--- src/rtl/keypad_debounce_encoder.sv ---
// keypad_debounce_encoder
// Front end for the code detonator keypad. Synchronises the 15 raw buttons,
// debounces them with one shared FSM and counter, and emits one-cycle
// one-hot key pulses plus the last accepted digit code.
// Optional build macro: KEYPAD_STUCK_DET_EN adds a held-key watchdog
// (key_stuck). Without it key_stuck is tied low.
//
// state    | meaning
// ---------+-----------------------------------------------------------
// IDLE     | no key owned; waiting for exactly one key to be down
// PRESS_DB | one key captured; must stay unchanged for DB_CYCLES
// HELD     | pulse issued; waiting for all keys to be released
// REL_DB   | all keys up; must stay up for DB_CYCLES before re-arming

module keypad_debounce_encoder #(
  parameter int DB_CYCLES    = 1_000_000,
  parameter int STUCK_CYCLES = 250_000_000,
  parameter int CNT_W        = 28
) (
  input  logic        clk,
  input  logic        rst,
  input  logic [14:0] key_raw,
  output logic [9:0]  digit_pulse,
  output logic [4:0]  func_pulse,
  output logic [3:0]  key_code,
  output logic        busy,
  output logic        key_stuck
);

  typedef enum logic [1:0] {IDLE, PRESS_DB, HELD, REL_DB} state_t;

  localparam logic [CNT_W-1:0] DB_LAST = CNT_W'(DB_CYCLES - 1);
  localparam logic [CNT_W-1:0] CNT_ONE = CNT_W'(1);

  state_t            state, state_nxt;
  logic [14:0]       s1, s2;
  logic [14:0]       cap, cap_nxt;
  logic [CNT_W-1:0]  cnt, cnt_nxt;
  logic              accept;

  function automatic logic is_onehot(input logic [14:0] v);
    return (v != '0) && ((v & (v - 15'd1)) == '0);
  endfunction

  function automatic logic [3:0] digit_index(input logic [9:0] v);
    logic [3:0] idx;
    idx = '0;
    for (int i = 0; i < 10; i++) begin
      if (v[i]) idx = 4'(i);
    end
    return idx;
  endfunction

  // Two-flop synchroniser for the asynchronous button levels
  always_ff @(posedge clk or negedge rst) begin
    if (!rst) begin
      s1 <= '0;
      s2 <= '0;
    end else begin
      s1 <= key_raw;
      s2 <= s1;
    end
  end

  // Debounce FSM state, captured key and shared window counter
  always_ff @(posedge clk or negedge rst) begin
    if (!rst) begin
      state <= IDLE;
      cap   <= '0;
      cnt   <= '0;
    end else begin
      state <= state_nxt;
      cap   <= cap_nxt;
      cnt   <= cnt_nxt;
    end
  end

  // Next-state logic; the counter is cleared on every state change so it never wraps
  always_comb begin
    state_nxt = state;
    cap_nxt   = cap;
    cnt_nxt   = cnt;
    accept    = 1'b0;
    case (state)
      IDLE: begin
        if (is_onehot(s2)) begin
          cap_nxt   = s2;
          cnt_nxt   = '0;
          state_nxt = PRESS_DB;
        end
      end
      PRESS_DB: begin
        if (s2 != cap) begin
          cnt_nxt   = '0;
          state_nxt = IDLE;
        end else if (cnt == DB_LAST) begin
          cnt_nxt   = '0;
          state_nxt = HELD;
          accept    = 1'b1;
        end else begin
          cnt_nxt = cnt + CNT_ONE;
        end
      end
      HELD: begin
        if (s2 == '0) begin
          cnt_nxt   = '0;
          state_nxt = REL_DB;
        end
      end
      REL_DB: begin
        if (s2 != '0) begin
          cnt_nxt   = '0;
          state_nxt = HELD;
        end else if (cnt == DB_LAST) begin
          cnt_nxt   = '0;
          state_nxt = IDLE;
        end else begin
          cnt_nxt = cnt + CNT_ONE;
        end
      end
      default: begin
        cnt_nxt   = '0;
        state_nxt = IDLE;
      end
    endcase
  end

  // Registered outputs: pulses last one cycle, key_code only follows digits
  always_ff @(posedge clk or negedge rst) begin
    if (!rst) begin
      digit_pulse <= '0;
      func_pulse  <= '0;
      key_code    <= '0;
      busy        <= 1'b0;
    end else begin
      digit_pulse <= accept ? cap[9:0]   : '0;
      func_pulse  <= accept ? cap[14:10] : '0;
      if (accept && (cap[9:0] != '0)) key_code <= digit_index(cap[9:0]);
      busy <= (state_nxt != IDLE);
    end
  end

`ifdef KEYPAD_STUCK_DET_EN
  localparam logic [CNT_W-1:0] STUCK_LAST = CNT_W'(STUCK_CYCLES - 1);

  logic [CNT_W-1:0] stuck_cnt;

  // Held-key watchdog: counts from entry to HELD until the FSM re-arms in IDLE
  always_ff @(posedge clk or negedge rst) begin
    if (!rst) begin
      stuck_cnt <= '0;
      key_stuck <= 1'b0;
    end else if (state_nxt == IDLE) begin
      stuck_cnt <= '0;
      key_stuck <= 1'b0;
    end else if (accept) begin
      stuck_cnt <= '0;
    end else if ((state == HELD) || (state == REL_DB)) begin
      if (stuck_cnt == STUCK_LAST) key_stuck <= 1'b1;
      else                         stuck_cnt <= stuck_cnt + CNT_ONE;
    end
  end
`else
  // Watchdog absent; the comparison only keeps STUCK_CYCLES referenced and folds to 0
  assign key_stuck = (STUCK_CYCLES == 0) && 1'b0;
`endif

endmodule

--- config.mk ---
export PLATFORM = sky130hd
export DESIGN_NAME = keypad_debounce_encoder
export DESIGN_NICKNAME = d
export VERILOG_FILES = /design/src/rtl/keypad_debounce_encoder.sv
export SDC_FILE = /design/constraint.sdc
export NUM_CORES = 1
export LEC_CHECK = 0
export ABC_AREA = 1
export BUFFER_PORTS_ARGS = -buffer_cell sky130_fd_sc_hd__buf_4
export CAP_MARGIN = 20
export CELL_PAD_IN_SITES_DETAIL_PLACEMENT = 1
export CELL_PAD_IN_SITES_GLOBAL_PLACEMENT = 2
export CORE_ASPECT_RATIO = 1.5
export CORE_MARGIN = 5
export CORE_UTILIZATION = 38
export CTS_CLUSTER_SIZE = 30
export DETAILED_ROUTE_END_ITERATION = 10
export HOLD_SLACK_MARGIN = 0.08
export PLACE_DENSITY = 0.88
export SLEW_MARGIN = 15
export SYNTH_ARGS = -nofsm -noshare
export SYNTH_HDL_FRONTEND = slang
export SYNTH_SLANG_ARGS = --single-unit
--- constraint.sdc ---
create_clock -name clk -period 4 [get_ports clk]
set_input_delay 0 -clock clk [delete_from_list [all_inputs] [get_ports clk]]
set_output_delay 0 -clock clk [all_outputs]
set_load 0.02 [all_outputs]
======== After elaboration in Yosys (flattened, before gate mapping) ========
Cells that the tools add are included.
storage, ports and cells
  bits in registers ....................... 95
  latch bits .............................. 0
  bits in writable memories ............... 0
  ROM bits ................................ 0
  input port bits ......................... 17
  output and inout bits ................... 21
  logic and storage cells ................. 56
  memories kept ........................... 0
cells by class
  add/sub/neg operators ................... 2
  multipliers ............................. 0
  divide/modulo/power cells ............... 0
  order comparisons ....................... 0
  equality and inequality tests ........... 7
  shift operators ......................... 0
  multiplexer cells ....................... 27
  bitwise gates (word level) .............. 1
  reductions and logical operators ........ 10
operators by type and width
  operator                 number
  $mux W28                 5
  $pmux W28 S4             1
  $mux W4                  8
  $logic_not A15 Y1        2
  $add A28 B1 Y28 const B  1
  $eq A28 B20 Y1 const B   1
  $and A15 B15 Y15         1
  $ne A15 B15 Y1           1
  $reduce_bool A15 Y1      1
  $sub A15 B1 Y15 const B  1
  $mux W2                  6
  $mux W10                 1
  $reduce_bool A10 Y1      1
  $pmux W2 S4              1
  $mux W5                  1
  $eq A2 B2 Y1 const B     2
  $mux W1                  4
  $ne A2 B2 Y1 const B     2
  $reduce_and A2 Y1        2
  $eq A2 B1 Y1 const B     1
  $logic_and A1 B1 Y1      2
  $logic_not A2 Y1         1
  $reduce_bool A2 Y1       1

======== Logic depth before layout (Yosys ltp) ========
Gate-level depths: netlist of run 1.
  word-level depth ........................ 9
  depth in mapped cells ................... 14
  mapped depth without buffers ............ 13

======== Least setup slack after synthesis of run 1 ========
OpenSTA, ideal clock, no wires.
  kind .................................... reg-to-reg
  start point ............................. register cnt[0]
  end point ............................... register key_code[3]
  library setup time ...................... 0.120 ns
  data arrival time ....................... 1.599 ns
  data required time ...................... 3.880 ns
  setup slack ............................. 2.281 ns
  stages on the path, launching flop included .. 13
  buffers on the path ..................... 0
  clock period less this slack ............ 1.719 ns
  cell sequence ........................... dfrtp_1 -> ha_1 -> nand2_2 -> nor2_4 -> nand2_2 -> clkinv_1 -> nand3_1 -> nor2_2 -> nand3_4 -> nor2_4 -> nand2_2 -> o21ai_0 -> inv_1
between the ends
  cells in the longest elaborated chain, start to end .. 5
RTL lines
  what                    line  RTL
  from (decl)             38    logic [CNT_W-1:0] cnt, cnt_nxt;
  from (signal assigned)  74    cnt <= cnt_nxt;
  $eq A28 B20 Y1          96    end else if (cnt == DB_LAST) begin
  $mux W1                 96
  $mux W1                 93    if (s2 != cap) begin
  $mux W1                 84    case (state)
  $logic_and A1 B1 Y1     138   if (accept && (cap[9:0] != '0)) key_code <= digit_index(cap[9:0]);
  to (signal assigned)    138
  to (decl)               25    output logic [3:0] key_code,
Every way passes these cells.
A chain may end at the register's enable or synchronous reset.

======== Worst setup path in the final report of run 1 ========
  start point ............................. register s2[3]
  end point ............................... register cap[2]
between the ends
  cells in the longest elaborated chain, start to end .. 5
  elaborated cells on any way between the ends .. 6
  classes of those cells .................. 1 x add/sub; 1 x bitwise; 4 x reduce/logical
RTL lines
  what                                  line  RTL
  from (decl)                           36    logic [14:0] s1, s2;
  from (signal assigned)                58    s2 <= '0;
  from (signal assigned)                61    s2 <= s1;
  $sub A15 B1 Y15                       42    return (v != '0) && ((v & (v - 15'd1)) == '0);
  $and A15 B15 Y15                      42
  $logic_not A15 Y1                     42
  $logic_and A1 B1 Y1 *                 42
  $reduce_and A2 Y1 (no source line) *  --
  to (signal assigned)                  73    cap <= cap_nxt;
  to (decl)                             37    logic [14:0] cap, cap_nxt;
Every way passes the cells marked *; elsewhere a longest branch is shown, timed or not.

==> flow_summary_export.csv, run 1 <==
group,metric,value,unit
critical_path,worst_path_max_delay_cell,"dfrtp_1",
global_route,antenna_found_initial,0,
detailed_routing,drt_iter0_markers,172,
place,gp_congestion,0.876,
timing,slew_violations,0,
pwr,power_frac_seq,0.519,
pwr,leakagePower,2.88,nW
timing,rsz0062_at_grt,"false",
die,fp.dieH,154,um
critical_path,path_cells,"nor2_1, nand2_1, nor2_1, nand2_2, nand3_1, nor2_4, nand3_4, nand2_1, nand2_1",
critical_path,critPathTopFamily,"simple AND/OR/NAND/NOR gates",
detailed_routing,postRouteWirelength,16800,um
yosys,synthCells,721,
flow_run,maxCapViolCount,0,
yosys,synth-edff-count,0,
place,place_ws,1600,ps
timing,hold_slack,201,ps
status,status,"complete, no violations",
timing,hold_violations,0,
yosys,ys_seq_elements,95,
place,dpl.hpwl,13000,um
timing,fin_crit_sh,0.600,
timing,tightestPinTransition,912,ps
yosys,async_flop_share,1.00,
cts,clk_latency,340,ps
cts,cts_made_buffers,9,
critical_path,critPathLaunchType,"flip-flop",
cts,root_buffer,"clkbuf_16",
pwr,total_power,0.00192,W
yosys,ys.flop_type,"dfrtp_1",
detailed_routing,remaining_drc_errors,0,
global_route,grt_max_degree,52,
cells_and_area,layout_commonest_cell,"nand2_1",
critical_path,crit_buf_inv,0,
pwr,power_density,317,nW/um2
pwr,vdd_drop_max,0.185,mV
timing,setup_viol,0,
critical_path,crit_top_cell,"nand2_1",
timing,fin_ws,1600,ps
global_route,grt_pass1_wl,27300,um
global_route,grt_usage,0.215,
pwr,p_sw,0.000464,W
detailed_routing,wl_per_cell,17.9,um
yosys,ys_seq_area_frac,0.455,
critical_path,critPathCaptureType,"flip-flop",
yosys,syn_nets,739,
cts,clock_sinks,95,
detailed_routing,ant_nets,0,
die,start_util,0.386,
timing,fin_tns_setup,0,ps
yosys,ys_types,34,
die,row_count,52,
cts,clk_pin_slew,70,ps
detailed_routing,drtPass1Iterations,5,
cells_and_area,drive_above_1_share,0.102,
yosys,postSynthAreaPerCell,7.25,um2
die,core-area,13500,um2
critical_path,required,4230,ps
cells_and_area,area_growth,15.7,%
global_route,grt_pass1_vias,5360,
critical_path,path_class,"reg2reg",
critical_path,cp_max_fo,17,
worst_hold_path,hold_class,"in2async",
cts,cts-htree-levels,3,
pwr,power.share.clock,0.427,
die,io_pins,38,
yosys,syn_area,5230,um2
timing,clock_skew,10.3,ps
cells_and_area,diodes,0,
cells_and_area,mostFrequentLayoutCells,"nand2_1 (230), nor2_1 (111), dfrtp_1 (95), inv_1 (78), nand3_1 (45)",
pwr,switching_share,0.242,
yosys,ys_warn_count,0,
pwr,internal-power,0.00146,W
place,portBuffers,36,
pwr,pwr-share-comb,0.054,
timing,finalWorstPathRequiredPeriod,2400,ps
detailed_routing,vias_per_cell,5.17,
critical_path,cp.arrival,2630,ps
critical_path,critPathMaxStageDelay,510,ps
die,fp.dieW,106,um
timing,max_freq,417,MHz
timing,slew_headroom,0.391,
die,die-area,16200,um2
cts,postCtsResizedCells,0,
detailed_routing,via_count,4851,
cts,post_cts_buffers,0,
cts,tritoncts,"done",
cts,clockBufferDepth,2,
cells_and_area,fin_nets,789,
global_route,overflow,0,
[cells by family (layout without fill, tap and decap cells)]
family          count (synthesis)  after routing  share of synthesized area
xor+xnor                       20             20                     0.0335
simple gates                  476            476                      0.399
buf+inv                        98            153                     0.0788
flops                          95             95                      0.455
fa+ha+maj                       1              1                    0.00239
compound gates                 30             30                     0.0304
other cells                     1              1                   0.000718
[Yosys cell counts (3+ instances only)]
cell	instances	area, um2
xor2_1	10	87.6
nand3_1	45	225
nor2_2	5	31.3
nand2_2	6	37.5
buf_6	4	45.0
xnor2_1	10	87.6
nor2_4	5	56.3
buf_4	3	22.5
inv_1	78	293
nor3_1	31	155
clkbuf_1	4	15.0
nor2_1	111	417
o21ai_0	9	45.0
nand2_1	230	863
or2_2	3	18.8
dfrtp_1	95	2380
inv_2	5	18.8
a21oi_1	10	50.1
o21ai_1	8	40.0
nand4_1	30	188
[per-stage QoR]
stage	utilization	instances	area, um2
global placement	0.415	906	5610
floorplan	-	721	5230
finish	0.447	938	6050
global route	0.447	938	6050
CTS	0.447	938	6050
detailed placement	0.415	906	5610
[per-layer routing]
layer	vias to the layer above	wire [um]	track usage
li1	2361	-	-
met1	2358	6030	0.212
met2	82	9480	0.422
met3	50	373	0.0315
met4	0	900	0.115
met5	-	0	0
[what timing repair did]
item	CTS	global route
setup endpoints to repair	0	0
endpoints found under the hold margin	59	0
hold buffers	16	0
[state kept, by name (all words and copies together) (netlist names)]
register / flops
s1: 15
state: 2
key_code: 4
cnt: 28
digit_pulse: 10
func_pulse: 5
cap: 15
s2: 15
busy: 1
[final cells by class]
class | instances | area [um2]
multi-input combinational | 528 | 2440
fill | 1722 | 7480
clock inverter | 4 | 31.3
sequential | 95 | 2380
timing repair buffer | 53 | 438
inverter | 84 | 315
tap | 162 | 203
clock buffer | 12 | 246
[final timing paths]
| check | start | end | slack [ps] | cells past startpoint |
|---|---|---|---|---|
| min in group clk | key_raw[11] | s1[11] | 300 | 2 |
| hold reg to reg | s1[12] | s2[12] | 350 | 0 |
| setup reg to reg | s2[3] | cap[2] | 1600 | 9 |
| setup / recovery | s2[3] | cap[2] | 1600 | 9 |
| hold / removal | rst | func_pulse[1] | 200 | 2 |
| max in group asynchronous | rst | cap[3] | 2730 | 3 |
[power groups by stage]
stage,Sequential (W),Clock (W),Combinational (W)
4_1_cts,0.000995,0.000841,0.000105
3_5_place_dp,0.00101,0,0.0000921
3_3_place_gp,0.00101,0,0.0000897
5_1_grt,0.000997,0.000885,0.000117
6_report,0.000995,0.000820,0.000104
2_1_floorplan,0.00101,0,0.0000468
(Power assumes the default switching activity.)
==> run 2, diff against run 1 <==
Settings changed: CORE_UTILIZATION 38 to 31, PLACE_DENSITY 0.88 to 0.77.
Clock period 4 ns to 2.2 ns, I/O delays scaled along.
==> flow_summary_export.csv, run 2 (synthesis gave the netlist of run 1 again) <==
group,metric,value,unit
status,status,"complete, no violations",
die,start_util,0.313,
detailed_routing,ant_nets,0,
critical_path,critPathCaptureType,"flip-flop",
place,dpl.hpwl,13600,um
place,gp_congestion,0.934,
cts,clockBufferDepth,2,
place,dp_cells,971,
detailed_routing,wl_per_cell,17.4,um
die,core-area,16700,um2
worst_hold_path,hold_class,"in2async",
die,fp.dieH,169,um
cts,clk_pin_slew,70,ps
timing,rsz0062_at_grt,"true",
pwr,leakagePower,3.03,nW
detailed_routing,drtPass1Iterations,4,
critical_path,critPathLaunchType,"flip-flop",
timing,tightestPinTransition,598,ps
cells_and_area,fillers,2090,
critical_path,cp_max_fo,7,
die,die-area,19600,um2
detailed_routing,remaining_drc_errors,0,
detailed_routing,postRouteWirelength,17600,um
detailed_routing,via_count,4993,
pwr,power_density,561,nW/um2
critical_path,cp.arrival,2390,ps
timing,slew_headroom,0.601,
cells_and_area,fin_area,6350,um2
flow_run,maxCapViolCount,0,
timing,finalWorstPathRequiredPeriod,2140,ps
pwr,total_power,0.00357,W
timing,clock_skew,8.14,ps
pwr,internal-power,0.00264,W
global_route,antenna_found_initial,0,
cells_and_area,largest_reg_flops,28,
timing,hold_violations,0,
global_route,grt_pass1_wl,27600,um
timing,setup_viol,0,
cells_and_area,area_growth,21.6,%
cells_and_area,top_register,"cnt",
cells_and_area,fin_nets,815,
timing,max_freq,466,MHz
cts,cts-htree-levels,3,
pwr,p_sw,0.000924,W
pwr,switching_share,0.259,
cts,clock_sinks,95,
cells_and_area,mostFrequentLayoutCells,"nand2_1 (230), nor2_1 (110), dfrtp_1 (94), inv_1 (78), buf_4 (61)",
die,fp.dieW,116,um
die,io_pins,38,
die,row_count,58,
critical_path,path_class,"reg2reg",
cells_and_area,diodes,0,
pwr,vdd_drop_max,0.276,mV
global_route,grt_pass1_vias,5294,
detailed_routing,vias_per_cell,4.93,
place,placed_area,5810,um2
global_route,overflow,0,
pwr,power_frac_seq,0.507,
critical_path,required,2440,ps
pwr,power.share.clock,0.438,
cts,tritoncts,"done",
cells_and_area,stdcell_count,1012,
cells_and_area,drive_above_1_share,0.141,
detailed_routing,drt_iter0_markers,164,
place,portBuffers,36,
cts,cts_made_buffers,9,
pwr,pwr-share-comb,0.055,
cells_and_area,layout_commonest_cell,"nand2_1",
global_route,grt_usage,0.184,
timing,slew_violations,0,
timing,fin_crit_sh,0.975,
cts,clk_latency,350,ps
cts,root_buffer,"clkbuf_16",
global_route,grt_max_degree,55,
==> run 2: path summary, 6_finish.rpt <==
check,endpoint,startpoint,slack [ps],depth (start not counted)
hold / removal,cap[10],rst,180,2
setup reg to reg,cap[14],s2[5],60,10
hold reg to reg,s2[9],s1[9],340,0
setup / recovery,cap[14],s2[5],60,10
max in group asynchronous,state[0],rst,1290,3
min in group clk,s1[12],key_raw[12],290,2
==> run 2: worst max-delay path, cell delays in order, from the launching register on <==
cell	delay, ps
dfrtp_2	480
nor2_1	170
inv_1	80
nor2_2	160
nand3_1	110
o21ai_1	210
nand3_1	150
nor2_4	240
nand3_2	240
nand2_1	130
nand2_1	50
==> run 2: what timing repair did <==
item / CTS / global route
hold buffers: 16 / 0
endpoints found under the hold margin: 56 / 0
pin swaps: 0 / 4
gates resized for setup: 1 / 7
setup endpoints to repair: 1 / 46
setup buffers: 0 / 8
gates cloned: 0 / 1
==> run 2: power groups by stage <==
stage          logic [W]  registers, W  clock network [W]
2_1_floorplan  0.0000852       0.00183                  0
3_3_place_gp    0.000170       0.00184                  0
3_5_place_dp    0.000173       0.00184                  0
4_1_cts         0.000197       0.00181            0.00161
5_1_grt         0.000221       0.00181            0.00168
6_report        0.000195       0.00181            0.00156
==> run 2: routing by layer <==
metal	vias to the layer above	routed length, um	global-route usage
li1	2415	-	-
met1	2463	6430	0.181
met2	74	10200	0.369
met3	41	404	0.0279
met4	0	599	0.0747
met5	-	0	0
==> run 2: cell type report <==
class	instances	area (um2)	share of cell area
Multi-Input combinational cell	529	2470	0.389
Sequential cell	95	2380	0.374
Timing Repair Buffer	78	638	0.100
Inverter	84	315	0.0496
Tap cell	210	263	0.0413
Clock buffer	9	225	0.0354
Clock inverter	7	60.1	0.00945
==> run 2: per-stage QoR <==
step | TNS (ps) | hold slack [ps] | util | setup slack, ps
after global routing | -145 | 228 | 0.381 | -33.9
after global placement | 0 | 37.2 | 0.348 | 27.8
after CTS | 0 | 203 | 0.375 | 37.7
after floorplan | 0 | -296 | - | 481
final | 0 | 182 | 0.381 | 55.8
after detailed placement | -41.1 | 46.0 | 0.348 | -41.1
==> run 3, diff against run 2 <==
Settings changed: REMOVE_ABC_BUFFERS set to 1.
==> flow_summary_export.csv, run 3 (synthesis gave the netlist of run 1 again) <==
group,metric,value,unit
critical_path,cp_max_fo,9,
cts,cts-htree-levels,3,
detailed_routing,wl_per_cell,17.3,um
cts,cts_made_buffers,9,
timing,setup_viol,0,
die,io_pins,38,
place,placed_area,5800,um2
die,core-area,16700,um2
timing,slew_headroom,0.583,
cells_and_area,stdcell_count,1002,
pwr,vdd_drop_max,0.298,mV
detailed_routing,postRouteWirelength,17400,um
critical_path,r2r_setup_slack,190,ps
cts,clk_pin_slew,80,ps
detailed_routing,ant_nets,0,
pwr,total_power,0.00373,W
critical_path,required,2500,ps
global_route,grt_pass1_wl,28300,um
cells_and_area,top_register,"cnt",
global_route,grtUsageMet1,0.189,
critical_path,path_cells,"xnor2_1, nor2b_1, nand2_1, nor2_1, nand3_1, o21ai_2, buf_4, nand3b_1, nand2_1",
timing,hold_slack,171,ps
cells_and_area,area_growth,20.7,%
place,dp_cells,969,
pwr,power_density,591,nW/um2
place,dpl.hpwl,13600,um
global_route,grt_max_degree,52,
timing,clock_skew,10.8,ps
die,fp.dieH,169,um
place,portBuffers,36,
flow_run,maxCapViolCount,0,
die,row_count,58,
global_route,overflow,0,
critical_path,path_class,"reg2reg",
critical_path,critPathCaptureType,"flip-flop",
cells_and_area,layout_commonest_cell,"nand2_1",
global_route,grt_usage,0.189,
timing,slew_violations,0,
critical_path,crit_top_cell,"nand2_1",
cts,tritoncts,"done",
timing,tightestPinTransition,623,ps
cells_and_area,fin_area,6310,um2
timing,hold_violations,0,
critical_path,worst_path_max_delay_cell,"dfrtp_1",
global_route,met3_usage,0.0236,
status,status,"complete, no violations",
critical_path,critPathMaxStageDelay,480,ps
die,fp.dieW,116,um
timing,fin_crit_sh,0.912,
detailed_routing,via_count,4879,
die,die-area,19600,um2
detailed_routing,remaining_drc_errors,0,
cells_and_area,diodes,0,
global_route,grt.busiest_layer,"met2",
timing,max_freq,498,MHz
cells_and_area,fin_nets,805,
detailed_routing,drt_iter0_markers,177,
cells_and_area,mostFrequentLayoutCells,"nand2_1 (230), nor2_1 (111), dfrtp_1 (95), inv_1 (78), buf_4 (52)",
pwr,leakagePower,2.99,nW
detailed_routing,drtPass1Iterations,4,
cells_and_area,largest_reg_flops,28,
critical_path,critPathLaunchType,"flip-flop",
critical_path,cp.arrival,2310,ps
cts,clock_sinks,95,
detailed_routing,vias_per_cell,4.87,
cts,clockBufferDepth,2,
place,gp_congestion,0.885,
worst_hold_path,hold_class,"in2async",
global_route,antenna_found_initial,0,
global_route,gr-usage-met2,0.376,
die,start_util,0.313,
cells_and_area,drive_above_1_share,0.124,
cts,clk_latency,360,ps
timing,finalWorstPathRequiredPeriod,2010,ps
cts,root_buffer,"clkbuf_16",
global_route,grt_pass1_vias,5454,
## run 3: area by class of cell
class	count	area, um2
clock inverters	7	97.6
well taps	210	263
repair buffers	69	571
clock buffers	9	225
inverters	84	315
multi-input cells	528	2460
flip-flops and latches	95	2380
fillers	2110	10400
## run 3: worst paths after layout
path / cells after the start / endpoint / from
max in group asynchronous: 3 / cnt[7] / rst
hold / removal: 2 / key_code[3] / rst
min in group clk: 2 / s1[4] / key_raw[4]
setup / recovery: 9 / cnt[27] / s2[8]
setup reg to reg: 9 / cnt[27] / s2[8]
hold reg to reg: 0 / s2[0] / s1[0]
## run 3: worst max-delay path: cells and delay by family, from the launching register on
kind / cells / cell delay (ps)
simple gates: 6 / 870
flops: 1 / 480
xor+xnor: 1 / 280
buf+inv: 1 / 210
compound gates: 1 / 90
## run 3: layer usage
metal  routed length (um)  share of wire  up-vias
met5                    0              0        -
met4                  663          0.038        0
met3                  373          0.021       40
met2                10100           0.58       75
met1                 6200           0.36     2361
li1                     -              -     2403
## run 3: power breakdown
part	internal [W]	switching (W)	leakage, nW
clock network	0.000925	0.000803	0.159
logic	0.0000745	0.000119	1.57
registers	0.00177	0.0000353	1.26
## run 3: through the flow
step,util,setup slack (ps),setup TNS [ps]
2_1_floorplan,-,412,0
5_1_grt,0.378,-4.64,-4.64
3_5_place_dp,0.347,42.1,0
6_report,0.378,194,0
3_3_place_gp,0.347,64.8,0
4_1_cts,0.376,27.2,0
## run 3: what timing repair did
item | CTS | global route
hold endpoints to repair | 59 | 0
hold buffers | 16 | 0
setup endpoints to repair | 0 | 9
setup buffers | 0 | 1
gates resized for setup | 0 | 4
